==> config.mk <==
export PLATFORM = sky130hd
export DESIGN_NAME = decryption_scheduler_flat
export DESIGN_NICKNAME = d
export VERILOG_FILES = /design/src/rtl/decryption_scheduler_if.sv /design/src/rtl/decryption_scheduler.sv /design/src/flat_wrapper.sv
export SDC_FILE = /design/constraint.sdc
export NUM_CORES = 1
export LEC_CHECK = 0
export ABC_AREA = 1
export ABC_CLOCK_PERIOD_IN_PS = 1800
export CORE_ASPECT_RATIO = 1.25
export CORE_UTILIZATION = 44
export DETAILED_ROUTE_END_ITERATION = 10
export HOLD_SLACK_MARGIN = 0.08
export PLACE_DENSITY = 0.78
export SLEW_MARGIN = 20
export SYNTH_ARGS = -nofsm -noshare
export SYNTH_HDL_FRONTEND = slang
export SYNTH_SLANG_ARGS = --single-unit
export TNS_END_PERCENT = 100
==> constraint.sdc <==
create_clock -name clk -period 1.8 [get_ports clk]
set_input_delay 0.18 -clock clk [delete_from_list [all_inputs] [get_ports clk]]
set_output_delay 0.18 -clock clk [all_outputs]
set_load 0.01 [all_outputs]
==> src/rtl/decryption_scheduler_if.sv <==
`default_nettype none
// ---------------------------------------------------------------------------
// decryption_scheduler_if : upstream, engine and result signals of the
// decryption scheduler. Revision 1.0
// ---------------------------------------------------------------------------
interface decryption_scheduler_if #(
  parameter int D_WIDTH = 8
);
  logic [D_WIDTH-1:0]   data_i;
  logic                 valid_i;
  logic [1:0]           select_i;
  logic                 ready_o;
  logic [D_WIDTH-1:0]   eng_data_o;
  logic [2:0]           eng_valid_o;
  logic [2:0]           eng_busy_i;
  logic [3*D_WIDTH-1:0] eng_data_i;
  logic [2:0]           eng_valid_i;
  logic [D_WIDTH-1:0]   data_o;
  logic                 valid_o;
  logic                 busy_o;
  logic                 err_o;

  modport slave (
    input  data_i, valid_i, select_i, eng_busy_i, eng_data_i, eng_valid_i,
    output ready_o, eng_data_o, eng_valid_o, data_o, valid_o, busy_o, err_o
  );

  modport master (
    output data_i, valid_i, select_i, eng_busy_i, eng_data_i, eng_valid_i,
    input  ready_o, eng_data_o, eng_valid_o, data_o, valid_o, busy_o, err_o
  );
endinterface
`default_nettype wire

==> src/rtl/decryption_scheduler.sv <==
`default_nettype none
// ---------------------------------------------------------------------------
// decryption_scheduler : routes a message to one of three decryption engines
// and relays the selected engine's output. Revision 1.0
// ---------------------------------------------------------------------------
module decryption_scheduler #(
  parameter int                 D_WIDTH                = 8,
  parameter int                 MAX_NOF_CHARS          = 50,
  parameter logic [D_WIDTH-1:0] START_DECRYPTION_TOKEN = D_WIDTH'(8'hFA),
  parameter int                 WAIT_TIMEOUT           = 4
) (
  input  logic                    clk,
  input  logic                    rst_n,
  decryption_scheduler_if.slave   bus
);

  localparam int             CW         = $clog2(MAX_NOF_CHARS + 1);
  localparam int             TW         = $clog2(WAIT_TIMEOUT + 1);
  localparam logic [CW-1:0]  MAX_CNT    = CW'(MAX_NOF_CHARS);
  localparam logic [TW-1:0]  TIMER_LAST = TW'(WAIT_TIMEOUT - 1);

  typedef enum logic [1:0] {
    IDLE  = 2'd0,
    LOAD  = 2'd1,
    WAIT  = 2'd2,
    DRAIN = 2'd3
  } state_t;

  state_t             state, state_n;
  logic [1:0]         sel, sel_n;
  logic [CW-1:0]      count, count_n;
  logic [TW-1:0]      timer, timer_n;
  logic [D_WIDTH-1:0] eng_data_q, eng_data_n;
  logic [2:0]         eng_valid_q, eng_valid_n;
  logic [D_WIDTH-1:0] data_q, data_n;
  logic               valid_q, valid_n;
  logic               err_q, err_n;

  logic               accept;
  logic               is_token;
  logic [3:0]         busy_pad;
  logic [3:0]         valid_pad;
  logic [D_WIDTH-1:0] eng_lane [4];

  // Fourth lane keeps the 2-bit select index in range; it is never selected.
  generate
    for (genvar k = 0; k < 3; k++) begin : g_lane
      assign eng_lane[k] = bus.eng_data_i[k*D_WIDTH +: D_WIDTH];
    end
  endgenerate
  assign eng_lane[3] = '0;
  assign busy_pad    = {1'b0, bus.eng_busy_i};
  assign valid_pad   = {1'b0, bus.eng_valid_i};

  assign bus.ready_o = (state == IDLE) || (state == LOAD);
  assign bus.busy_o  = (state != IDLE);
  assign accept      = bus.valid_i && bus.ready_o;
  assign is_token    = (bus.data_i == START_DECRYPTION_TOKEN);

  always_comb begin
    state_n     = state;
    sel_n       = sel;
    count_n     = count;
    timer_n     = timer;
    eng_data_n  = eng_data_q;
    eng_valid_n = 3'b000;
    data_n      = '0;
    valid_n     = 1'b0;
    err_n       = 1'b0;
    case (state)
      IDLE: begin
        if (accept) begin
          if ((bus.select_i != 2'd3) && !is_token) begin
            sel_n       = bus.select_i;
            count_n     = CW'(1);
            eng_data_n  = bus.data_i;
            eng_valid_n = 3'b001 << bus.select_i;
            state_n     = LOAD;
          end else begin
            err_n = 1'b1;
          end
        end
      end
      LOAD: begin
        if (accept) begin
          if (is_token) begin
            eng_data_n  = bus.data_i;
            eng_valid_n = 3'b001 << sel;
            timer_n     = '0;
            state_n     = WAIT;
          end else if (count < MAX_CNT) begin
            eng_data_n  = bus.data_i;
            eng_valid_n = 3'b001 << sel;
            count_n     = count + 1'b1;
          end else begin
            err_n = 1'b1;
          end
        end
      end
      WAIT: begin
        // Busy seen on the final timeout cycle still wins over the timeout.
        if (busy_pad[sel]) begin
          state_n = DRAIN;
        end else if (timer == TIMER_LAST) begin
          err_n   = 1'b1;
          count_n = '0;
          timer_n = '0;
          state_n = IDLE;
        end else begin
          timer_n = timer + 1'b1;
        end
      end
      DRAIN: begin
        valid_n = valid_pad[sel];
        data_n  = valid_pad[sel] ? eng_lane[sel] : '0;
        if (!busy_pad[sel]) begin
          count_n = '0;
          state_n = IDLE;
        end
      end
      default: state_n = IDLE;
    endcase
  end

  always_ff @(posedge clk or negedge rst_n) begin
    if (!rst_n) begin
      state       <= IDLE;
      sel         <= 2'd0;
      count       <= '0;
      timer       <= '0;
      eng_data_q  <= '0;
      eng_valid_q <= 3'b000;
      data_q      <= '0;
      valid_q     <= 1'b0;
      err_q       <= 1'b0;
    end else begin
      state       <= state_n;
      sel         <= sel_n;
      count       <= count_n;
      timer       <= timer_n;
      eng_data_q  <= eng_data_n;
      eng_valid_q <= eng_valid_n;
      data_q      <= data_n;
      valid_q     <= valid_n;
      err_q       <= err_n;
    end
  end

  assign bus.eng_data_o  = eng_data_q;
  assign bus.eng_valid_o = eng_valid_q;
  assign bus.data_o      = data_q;
  assign bus.valid_o     = valid_q;
  assign bus.err_o       = err_q;

endmodule
`default_nettype wire

==> src/flat_wrapper.sv <==
// flat-port wrapper written by rule: the top's interface ports become plain ports
module decryption_scheduler_flat 
#(
  parameter int                 D_WIDTH                = 8,
  parameter int                 MAX_NOF_CHARS          = 50,
  parameter logic [D_WIDTH-1:0] START_DECRYPTION_TOKEN = D_WIDTH'(8'hFA),
  parameter int                 WAIT_TIMEOUT           = 4
)
  (clk, rst_n, bus_data_i, bus_valid_i, bus_select_i, bus_eng_busy_i, bus_eng_data_i, bus_eng_valid_i, bus_ready_o, bus_eng_data_o, bus_eng_valid_o, bus_data_o, bus_valid_o, bus_busy_o, bus_err_o);
  decryption_scheduler_if #(.D_WIDTH(D_WIDTH)) bus_i ();
  input  logic clk;
  input  logic rst_n;
  input wire logic [$bits(bus_i.data_i)-1:0] bus_data_i;
  input wire logic [$bits(bus_i.valid_i)-1:0] bus_valid_i;
  input wire logic [$bits(bus_i.select_i)-1:0] bus_select_i;
  input wire logic [$bits(bus_i.eng_busy_i)-1:0] bus_eng_busy_i;
  input wire logic [$bits(bus_i.eng_data_i)-1:0] bus_eng_data_i;
  input wire logic [$bits(bus_i.eng_valid_i)-1:0] bus_eng_valid_i;
  output wire logic [$bits(bus_i.ready_o)-1:0] bus_ready_o;
  output wire logic [$bits(bus_i.eng_data_o)-1:0] bus_eng_data_o;
  output wire logic [$bits(bus_i.eng_valid_o)-1:0] bus_eng_valid_o;
  output wire logic [$bits(bus_i.data_o)-1:0] bus_data_o;
  output wire logic [$bits(bus_i.valid_o)-1:0] bus_valid_o;
  output wire logic [$bits(bus_i.busy_o)-1:0] bus_busy_o;
  output wire logic [$bits(bus_i.err_o)-1:0] bus_err_o;
  assign bus_i.data_i = bus_data_i;
  assign bus_i.valid_i = bus_valid_i;
  assign bus_i.select_i = bus_select_i;
  assign bus_i.eng_busy_i = bus_eng_busy_i;
  assign bus_i.eng_data_i = bus_eng_data_i;
  assign bus_i.eng_valid_i = bus_eng_valid_i;
  assign bus_ready_o = bus_i.ready_o;
  assign bus_eng_data_o = bus_i.eng_data_o;
  assign bus_eng_valid_o = bus_i.eng_valid_o;
  assign bus_data_o = bus_i.data_o;
  assign bus_valid_o = bus_i.valid_o;
  assign bus_busy_o = bus_i.busy_o;
  assign bus_err_o = bus_i.err_o;
  decryption_scheduler #(.D_WIDTH(D_WIDTH), .MAX_NOF_CHARS(MAX_NOF_CHARS), .START_DECRYPTION_TOKEN(START_DECRYPTION_TOKEN), .WAIT_TIMEOUT(WAIT_TIMEOUT)) u_core (.clk(clk), .rst_n(rst_n), .bus(bus_i));
endmodule
==> out/qor.csv, run 1 <==
metric,value,unit
status,"finished, final reports clean",
rrSetupSlack,0.25,ns
die_y,73.7,um
synth_edf_count,0,
port_buffers,65,
cts_made_buffers,5,
cap_violations,0,
max_slew.worst_pin.slew,0.415,ns
ys_top_cells_by_count,"nand2_1, dfrtp_1, nand3_1",
power.density,1230,nW/um^2
antenna_found_initial,0,
finalHoldViolCount,0,
cts.reportedPaths.clkPinSlew,0.06,ns
yosysWarnings,0,
period_needed,1.73,ns
place_congestion,0.874,
power.leakage,1.29,nW
synth-async-reset-ratio,100,%
grt_setup_unrepaired,false,
dp_hpwl,3340,um
ios,66,
cts_root_buf,clkbuf_8,
antenna_cells,0,
vdd_drop_max,0.585,mV
holdWs,0.300,ns
drtIter0Drc,91,
fill_cells,330,
start_util,47.1,%
crit_path_end,bus_busy_o,
final_nets,362,
wl_per_cell,11.6,um
multi_input_area,865,um^2
avgViaCountPerCell,4.88,
wl,4320,um
post_cts_buffers,0,
grt_pass1_wl,7420,um
path_class,reg2out,
end_kind,primary output,
vias,1812,
cp_data_required_time,1.62,ns
start_kind,flop,
setup_ws,0.0733,ns
pre_cts_ws,0.0757,ns
drt_first_pass_iters,4,
syn-num-nets,282,
postSynthAreaPerCell,7.64,um^2
setup-tns-final,0,ns
drc,0,
die-area,4380,um^2
skew,0.00313,ns
synth.distinct_cells,23,
ys_seq_elements,34,
holdBufCountCts,0,
coreArea,3850,um^2
cts.sinks,34,
r2r_start,u_core.state[0]$_DFFE_PN0P_,
drive_above_1_share,9.78,%
track_usage,22.8,%
cts_resized,0,
synth_top_area_share,47.0,%
register_area,851,um^2
r2r_cells,8,
netlist_area,1810,um^2
fin_area,2670,um^2
die_w,59.4,um
synthTopCellsByArea,"dfrtp_1, nand2_1, nand3_1",
rows,25,
cts.htree.levels,2,
setup_violations,0,
synthFlopType,dfrtp_1,
synth_most_common_cell,nand2_1,
fmax,579,MHz
cts_buffer_depth,2,
place_area,2590,um^2
yosysSeqAreaShare,47.0,%
hold_path_class,in2async,
netlist_instances,237,
cp_max_fo,7,
post-route-period-util,95.9,%
final_antenna_net_count,0,
worstSkewPairLatency,0.28,ns
cp-startpoint,u_core.state[1]$_DFFE_PN0P_,
relSlewSlack,72.3,%
area_growth,47.3,%
tritoncts,built,
synth_top_cell_by_area,dfrtp_1,
grt_max_degree,35,
reg2reg_to,u_core.count[0]$_DFFE_PN0P_,
gr-total-overflow,0,
maxSlewViolCount,0,
arrival,1.55,ns
grt_pass1_vias,1841,
-- worst min path at each step --
stage                     slack [ns]  depth (start not counted)                                    to
final                           0.30                          2           u_core.count[4]$_DFFE_PN0P_
after global routing            0.34                          2        u_core.bus.data_o[7]$_DFF_PN0_
after CTS                       0.31                          2           u_core.count[2]$_DFFE_PN0P_
after detailed placement        0.46                          2  u_core.bus.eng_data_o[2]$_DFFE_PN0P_
after global placement          0.46                          2  u_core.bus.eng_data_o[5]$_DFFE_PN0P_
after floorplan                -0.12                          0        u_core.bus.data_o[0]$_DFF_PN0_
-- cells in the final DEF (no fill, tap or decap), drive strengths merged --
cell type,netlist,layout
a21oi,10,10
a22oi,4,4
a31oi,4,4
buf,2,10
clkbuf,0,7
clkdlybuf4s50,0,65
dfrtp,34,34
ha,2,2
inv,22,22
nand2,93,93
nand3,27,27
nor2,24,24
nor3,2,2
o211ai,1,1
o21ai,8,8
o31ai,3,3
xor2,1,1
-- metal layers --
metal | vias to the layer above | track usage (%) | wire, um
met2 | 65 | 39.6 | 2190
met5 | - | 0 | 0
met3 | 9 | 6.16 | 248
li1 | 922 | - | -
met4 | 0 | 11.6 | 102
met1 | 816 | 25.1 | 1770
-- per-stage QoR --
stage | cells | power [W] | utilization (%)
final | 371 | 0.00328 | 69.3
after global placement | 364 | 0.00275 | 67.3
after floorplan | 237 | 0.00209 | -
after global routing | 371 | 0.00356 | 69.3
after CTS | 371 | 0.00331 | 69.3
after detailed placement | 364 | 0.00278 | 67.3
-- registers in the layout, indices dropped and copies added, names as in the netlist --
name                    cells
u_core.bus.data_o           8
u_core.bus.eng_data_o       8
u_core.count                6
u_core.bus.eng_valid_o      3
u_core.timer                3
u_core.sel                  2
u_core.state                2
u_core.bus.err_o            1
u_core.bus.valid_o          1
-- report_power, final --
group	leakage, nW	switching, W	internal [W]
Clock	0.0383	0.000253	0.000266
Combinational	0.798	0.000913	0.000725
Sequential	0.449	0.000166	0.000959
-- kinds of logic (layout without fill, tap and decap cells) --
kind of cell	Yosys count	in the layout	share of synthesized area, %
xor gates and xnor gates	1	1	0.484
buffers and inverters	24	104	5.25
adders and majority gates	2	2	1.38
and+or+nand+nor	146	146	35.6
DFF	34	34	47.0
AOI/OAI and AO/OA	30	30	10.3
-- final cells by class --
type	count	share of cell area [%]
tap	54	2.53
sequential	34	31.9
inverter	22	3.10
clock buffer	7	2.86
timing repair buffer	75	27.2
multi-input combinational	179	32.4
-- critical path: stages (launching register included) --
cell and delay, ns:
dfrtp_1 0.52, inv_2 0.09, nand2_4 0.11, clkdlybuf4s50_1 0.54
No activity file was read; power rests on OpenSTA's default activity.
==> inputs of run 2 (changes only) <==
--- a/config.mk
+++ b/config.mk
@@ -7,11 +7,12 @@
 export LEC_CHECK = 0
 export ABC_AREA = 1
 export ABC_CLOCK_PERIOD_IN_PS = 1800
-export CORE_ASPECT_RATIO = 1.25
+export CORE_ASPECT_RATIO = 0.9
 export CORE_UTILIZATION = 44
 export DETAILED_ROUTE_END_ITERATION = 10
 export HOLD_SLACK_MARGIN = 0.08
 export PLACE_DENSITY = 0.78
+export SKIP_LAST_GASP = 1
 export SLEW_MARGIN = 20
 export SYNTH_ARGS = -nofsm -noshare
 export SYNTH_HDL_FRONTEND = slang
==> run 2 against run 1 <==
Against the previous run: die area about the same; global-route usage down 0.57 points; first-iteration DRC count decreased by 14%; sequential cell count is the same; via count decreased by 0.61%; clock-buffer cell count unchanged; largest cell class unchanged; largest power group unchanged.
==> out/qor.csv, run 2 (synthesis results as in run 1) <==
metric,value,unit,change
cp_max_fo,7,,unchanged
fin_area,2650,um^2,was 2670 um^2
antenna_found_initial,0,,unchanged
vias,1801,,was 1812
start_util,47.2,%,was 47.1%
hold_path_class,in2async,,unchanged
cts.sinks,34,,unchanged
die_w,69.6,um,was 59.4 um
worstSkewPairLatency,0.28,ns,about the same
cap_violations,0,,unchanged
die-area,4380,um^2,about the same
port_buffers,65,,unchanged
fmax,574,MHz,was 579 MHz
area_growth,46.4,%,was 47.3%
wl,4530,um,was 4320 um
crit_chain,inv_2 > nand2_4 > clkdlybuf4s50_1,,unchanged
stdcell_count,361,,was 371
fill_cells,323,,was 330
pre_cts_ws,-0.00649,ns,was 0.0757 ns
cts.reportedPaths.clkPinSlew,0.07,ns,was 0.06 ns
end_kind,primary output,,unchanged
place_area,2560,um^2,was 2590 um^2
post_cts_buffers,0,,unchanged
place_congestion,0.818,,was 0.874
drive_above_1_share,9.52,%,was 9.78%
relSlewSlack,71.7,%,was 72.3%
dp_hpwl,3500,um,was 3340 um
tritoncts,built,,unchanged
final_cell_mix,"nand2_1, clkdlybuf4s50_1, dfrtp_1",,unchanged
grt_pass1_vias,1743,,was 1841
avgViaCountPerCell,4.99,,was 4.88
final_common_cell,nand2_1,,unchanged
cp_slowest_cell,clkdlybuf4s50_1,,unchanged
power.density,1250,nW/um^2,was 1230 nW/um^2
grt_max_degree,35,,unchanged
cp_data_required_time,1.62,ns,about the same
power.leakage,1.28,nW,was 1.29 nW
track_usage,22.3,%,was 22.8%
gr-total-overflow,0,,unchanged
vdd_drop_max,1.15,mV,was 0.585 mV
ios,66,,unchanged
skew,0.00503,ns,was 0.00313 ns
final_nets,359,,was 362
cts_made_buffers,5,,unchanged
placedCellCount,353,,was 364
grt_setup_unrepaired,false,,unchanged
period_needed,1.74,ns,was 1.73 ns
wl_per_cell,12.5,um,was 11.6 um
coreArea,3840,um^2,was 3850 um^2
arrival,1.56,ns,was 1.55 ns
path_class,reg2out,,unchanged
drt_first_pass_iters,4,,unchanged
rows,21,,was 25
cts_resized,0,,unchanged
max_stage_delay,0.54,ns,about the same
antenna_cells,0,,unchanged
max_slew.worst_pin.slew,0.425,ns,was 0.415 ns
cts_root_buf,clkbuf_8,,unchanged
grt_pass1_wl,7730,um,was 7420 um
finalHoldViolCount,0,,unchanged
drc,0,,unchanged
drtIter0Drc,78,,was 91
holdBufCountCts,0,,unchanged
setup-tns-final,0,ns,unchanged
post-route-period-util,96.7,%,was 95.9%
setup_violations,0,,unchanged
fin_util,69.1,%,was 69.3%
die_y,62.9,um,was 73.7 um
final_antenna_net_count,0,,unchanged
cts.htree.levels,2,,unchanged
cts_buffer_depth,2,,unchanged
start_kind,flop,,unchanged
status,"finished, final reports clean",,unchanged
maxSlewViolCount,0,,unchanged
setup_ws,0.0592,ns,was 0.0733 ns
## run 2: cell count changes in the layout (fill, tap and decap cells not counted)
cell,before,now
buf_4,10,7
clkbuf_1,2,1
clkbuf_8,5,6
clkinv_2,0,1
## run 2: metrics by stage
stage                     hold slack [ns]  power (W)
after floorplan                    -0.116    0.00209
after global placement              0.458    0.00272
after detailed placement            0.459    0.00275
after CTS                           0.311    0.00333
after global routing                0.353    0.00359
final                               0.290    0.00332
## run 2: path summary, 6_finish.rpt
| kind | startpoint | to | slack, ns | cells past startpoint |
|---|---|---|---|---|
| max in group asynchronous | rst_n | u_core.bus.eng_data_o[3]$_DFFE_PN0P_ | 1.19 | 2 |
| min in group clk | bus_eng_data_i[16] | u_core.bus.data_o[0]$_DFF_PN0_ | 0.45 | 3 |
| worst max-delay path | u_core.state[1]$_DFFE_PN0P_ | bus_busy_o | 0.06 | 3 |
| worst min register to register | u_core.bus.eng_data_o[6]$_DFFE_PN0P_ | u_core.bus.eng_data_o[6]$_DFFE_PN0P_ | 0.47 | 2 |
| worst max register to register | u_core.sel[0]$_DFFE_PN0P_ | u_core.count[1]$_DFFE_PN0P_ | 0.22 | 9 |
| worst min-delay path | rst_n | u_core.bus.data_o[6]$_DFF_PN0_ | 0.29 | 2 |
## run 2: metal layers
layer	track usage [%]	vias to the layer above	wire, um	part of all wire (%)
met1	29.4	834	2200	48
met4	7.50	0	35	0.77
met3	4.84	4	215	4.7
met5	0	-	0	0
met2	36.4	46	2080	46
li1	-	917	-	-
## run 2: worst max-delay path, delay by kind of cell (launching register included)
family | cells | cell delay (ns)
buffers and inverters | 2 | 0.64
DFF | 1 | 0.53
and+or+nand+nor | 1 | 0.11
## run 2: cell type report
class                   count  area (um^2)  area share (%)
multi-input cells         179          865            32.6
flip-flops and latches     34          851            32.1
repair buffers             72          703            26.5
clock buffers               7         86.3            3.26
inverters                  22         82.6            3.12
well taps                  46         57.6            2.17
clock inverters             1         5.00           0.189
## run 2: power by group
part / total (W) / internal (W) / switching [W]
clock: 0.000571 / 0.000308 / 0.000263
combinational: 0.00162 / 0.000708 / 0.000913
sequential: 0.00113 / 0.000958 / 0.000174
total: 0.00332 / 0.00197 / 0.00135
==> inputs of run 3 (changes only) <==
--- a/config.mk
+++ b/config.mk
@@ -8,10 +8,10 @@
 export ABC_AREA = 1
 export ABC_CLOCK_PERIOD_IN_PS = 1800
 export CORE_ASPECT_RATIO = 0.9
-export CORE_UTILIZATION = 44
+export CORE_UTILIZATION = 60
 export DETAILED_ROUTE_END_ITERATION = 10
-export HOLD_SLACK_MARGIN = 0.08
-export PLACE_DENSITY = 0.78
+export DONT_BUFFER_PORTS = 1
+export PLACE_DENSITY = 0.75
 export SKIP_LAST_GASP = 1
 export SLEW_MARGIN = 20
 export SYNTH_ARGS = -nofsm -noshare
==> run 3 against run 2 <==
Against the previous run: the flow now finishes with violations (hold timing); utilization is 9.8 points higher; global-route usage is 7.6 points higher; critical path depth grew 5; first-iteration DRC count is 120% higher; sequential cell count is the same; worst setup slack improved by 0.16 ns; die area is 26% lower; clock skew is 0.0072 ns higher; critical endpoint is now u_core.bus.eng_data_o[3]$_DFFE_PN0P_; largest cell class unchanged.
==> out/qor.csv, run 3 (synthesis results as in run 1) <==
metric,value,unit,change
period_needed,1.59,ns,was 1.74 ns
cp-startpoint,u_core.state[0]$_DFFE_PN0P_,,was u_core.state[1]$_DFFE_PN0P_
grt_pass1_vias,1678,,was 1743
r2r_start,u_core.state[0]$_DFFE_PN0P_,,was u_core.sel[0]$_DFFE_PN0P_
skew,0.0122,ns,was 0.00503 ns
drt_first_pass_iters,4,,unchanged
grt_pass1_wl,6960,um,was 7730 um
port_buffers,0,,was 65
cp_data_required_time,2.06,ns,was 1.62 ns
post-route-period-util,88.1,%,was 96.7%
hold_path_class,in2reg,,was in2async
violations,hold timing,,
p_clk_share,18.5,%,was 17.2%
die_y,54.1,um,was 62.9 um
drtIter0Drc,174,,was 78
wl_per_cell,14.5,um,was 12.5 um
vias,1735,,was 1801
cts_made_buffers,5,,unchanged
setup_violations,0,,unchanged
cts.sinks,34,,unchanged
maxSlewViolCount,0,,unchanged
rows,18,,was 21
wl,4540,um,was 4530 um
power.density,1350,nW/um^2,was 1250 nW/um^2
cts.reportedPaths.clkPinSlew,0.11,ns,was 0.07 ns
cp_max_fo,9,,was 7
place_congestion,0.891,,was 0.818
cts_root_buf,clkbuf_4,,was clkbuf_8
final_nets,316,,was 359
track_usage,29.9,%,was 22.3%
end_kind,flop,,was primary output
power.leakage,1.12,nW,was 1.28 nW
die-area,3240,um^2,was 4380 um^2
drc,0,,unchanged
area_growth,22.6,%,was 46.4%
arrival,1.84,ns,was 1.56 ns
ios,66,,unchanged
hp-start,bus_select_i[0],,
grt_max_degree,35,,unchanged
drive_above_1_share,10.7,%,was 9.52%
combPwrFrac,41.2,%,was 48.8%
max_stage_delay,0.43,ns,was 0.54 ns
cts.htree.levels,2,,unchanged
setup_ws,0.215,ns,was 0.0592 ns
stdcell_count,312,,was 361
die_w,59.9,um,was 69.6 um
cp_common_cell,nand2_1,,
path_class,reg2reg,,was reg2out
status,"complete, but fails checks",,"was finished, final reports clean"
fill_cells,203,,was 323
antenna_found_initial,0,,unchanged
crit_chain,inv_1 > nor2_4 > inv_2 > nor2_1 > nor2_2 > nand2_2 > nand2_1 > nand2_1,,was inv_2 > nand2_4 > clkdlybuf4s50_1
fin_area,2220,um^2,was 2650 um^2
placedCellCount,278,,was 353
cts_buffer_depth,2,,unchanged
fmax,631,MHz,was 574 MHz
grt_setup_unrepaired,false,,unchanged
start_util,64.3,%,was 47.2%
finalHoldViolCount,1,,was 0
place_area,1870,um^2,was 2560 um^2
vdd_drop_max,0.899,mV,was 1.15 mV
relSlewSlack,68.6,%,was 71.7%
avgViaCountPerCell,5.56,,was 4.99
final_cell_mix,"nand2_1, dfrtp_1, nand3_1",,"was nand2_1, clkdlybuf4s50_1, dfrtp_1"
tritoncts,built,,unchanged
final_common_cell,nand2_1,,unchanged
p_sw_share,44.1,%,was 40.6%
antenna_cells,0,,unchanged
power.switching,0.00132,W,was 0.00135 W
seqPwrFrac,40.3,%,was 34.1%
start_kind,flop,,unchanged
dp_hpwl,2920,um,was 3500 um
max_slew.worst_pin.slew,0.467,ns,was 0.425 ns
pre_cts_ws,0.151,ns,was -0.00649 ns
cap_violations,0,,unchanged
setup-tns-final,0,ns,unchanged
final_antenna_net_count,0,,unchanged
coreArea,2820,um^2,was 3840 um^2
gr-total-overflow,0,,unchanged
worstSkewPairLatency,0.35,ns,was 0.28 ns
holdWs,-0.000832,ns,was 0.290 ns
internal-power,0.00168,W,was 0.00197 W
cp_slowest_cell,dfrtp_1,,was clkdlybuf4s50_1
run 3: cell count changes in the layout (fill, tap and decap cells not counted), sizes merged:
| cell | delta |
|---|---|
| clkdlybuf4s50 | -65 |
| buf | -3 |
| bufinv | +1 |
| clkbuf | -2 |
| clkinv | +1 |
| dlygate4sd3 | +25 |
run 3: final timing paths:
path,endpoint,slack [ns],cells after the start
hold / removal,u_core.bus.eng_valid_o[0]$_DFF_PN0_,-0.0008,3
setup reg to reg,u_core.bus.eng_data_o[3]$_DFFE_PN0P_,0.21,8
hold reg to reg,u_core.timer[0]$_DFFE_PN0P_,0.51,1
max in group asynchronous,u_core.sel[0]$_DFFE_PN0P_,1.32,2
min in group asynchronous,u_core.bus.eng_data_o[2]$_DFFE_PN0P_,0.29,2
setup / recovery,u_core.bus.eng_data_o[3]$_DFFE_PN0P_,0.21,8
run 3: per-stage QoR:
step	utilization, %	total power [W]
global route	78.8	0.00324
global placement	66.4	0.00231
floorplan	-	0.00209
CTS	77.7	0.00297
finish	78.8	0.00300
detailed placement	66.4	0.00237
run 3: critical path, delay by kind of cell, from the launching register on:
kind	cells	cell delay (ns)
simple gates	6	0.76
buf+inv	2	0.31
flops	1	0.43
run 3: layout make-up:
cell class	count	area (um^2)	share of cell area (%)
Timing Repair Buffer	29	293	13.2
Clock buffer	5	37.5	1.69
Multi-Input combinational cell	179	865	39.0
Inverter	22	82.6	3.72
Sequential cell	34	852	38.4
Tap cell	40	50.0	2.25
Clock inverter	3	40.0	1.80
run 3: repair_timing:
action / 4_1_cts / 5_1_grt
setup endpoints to repair: 0 / 3
buffers inserted: 0 / 0
hold buffers: 23 / 3
endpoints found under the hold margin: 53 / 2
gates resized for setup: 0 / 1
run 3: power groups by stage:
| stage | Clock, W | Sequential (W) | Combinational (W) |
|---|---|---|---|
| 2_1_floorplan | 0 | 0.00113 | 0.000961 |
| 3_3_place_gp | 0 | 0.00121 | 0.00111 |
| 3_5_place_dp | 0 | 0.00122 | 0.00115 |
| 4_1_cts | 0.000555 | 0.00120 | 0.00121 |
| 5_1_grt | 0.000597 | 0.00123 | 0.00141 |
| 6_report | 0.000556 | 0.00121 | 0.00123 |
run 3: metal layers:
layer | routed length, um | vias to the layer above | GRT usage [%]
li1 | - | 833 | -
met1 | 1810 | 801 | 34.8
met2 | 2260 | 83 | 52.2
met3 | 332 | 18 | 5.77
met4 | 136 | 0 | 16.3
met5 | 0 | - | 0
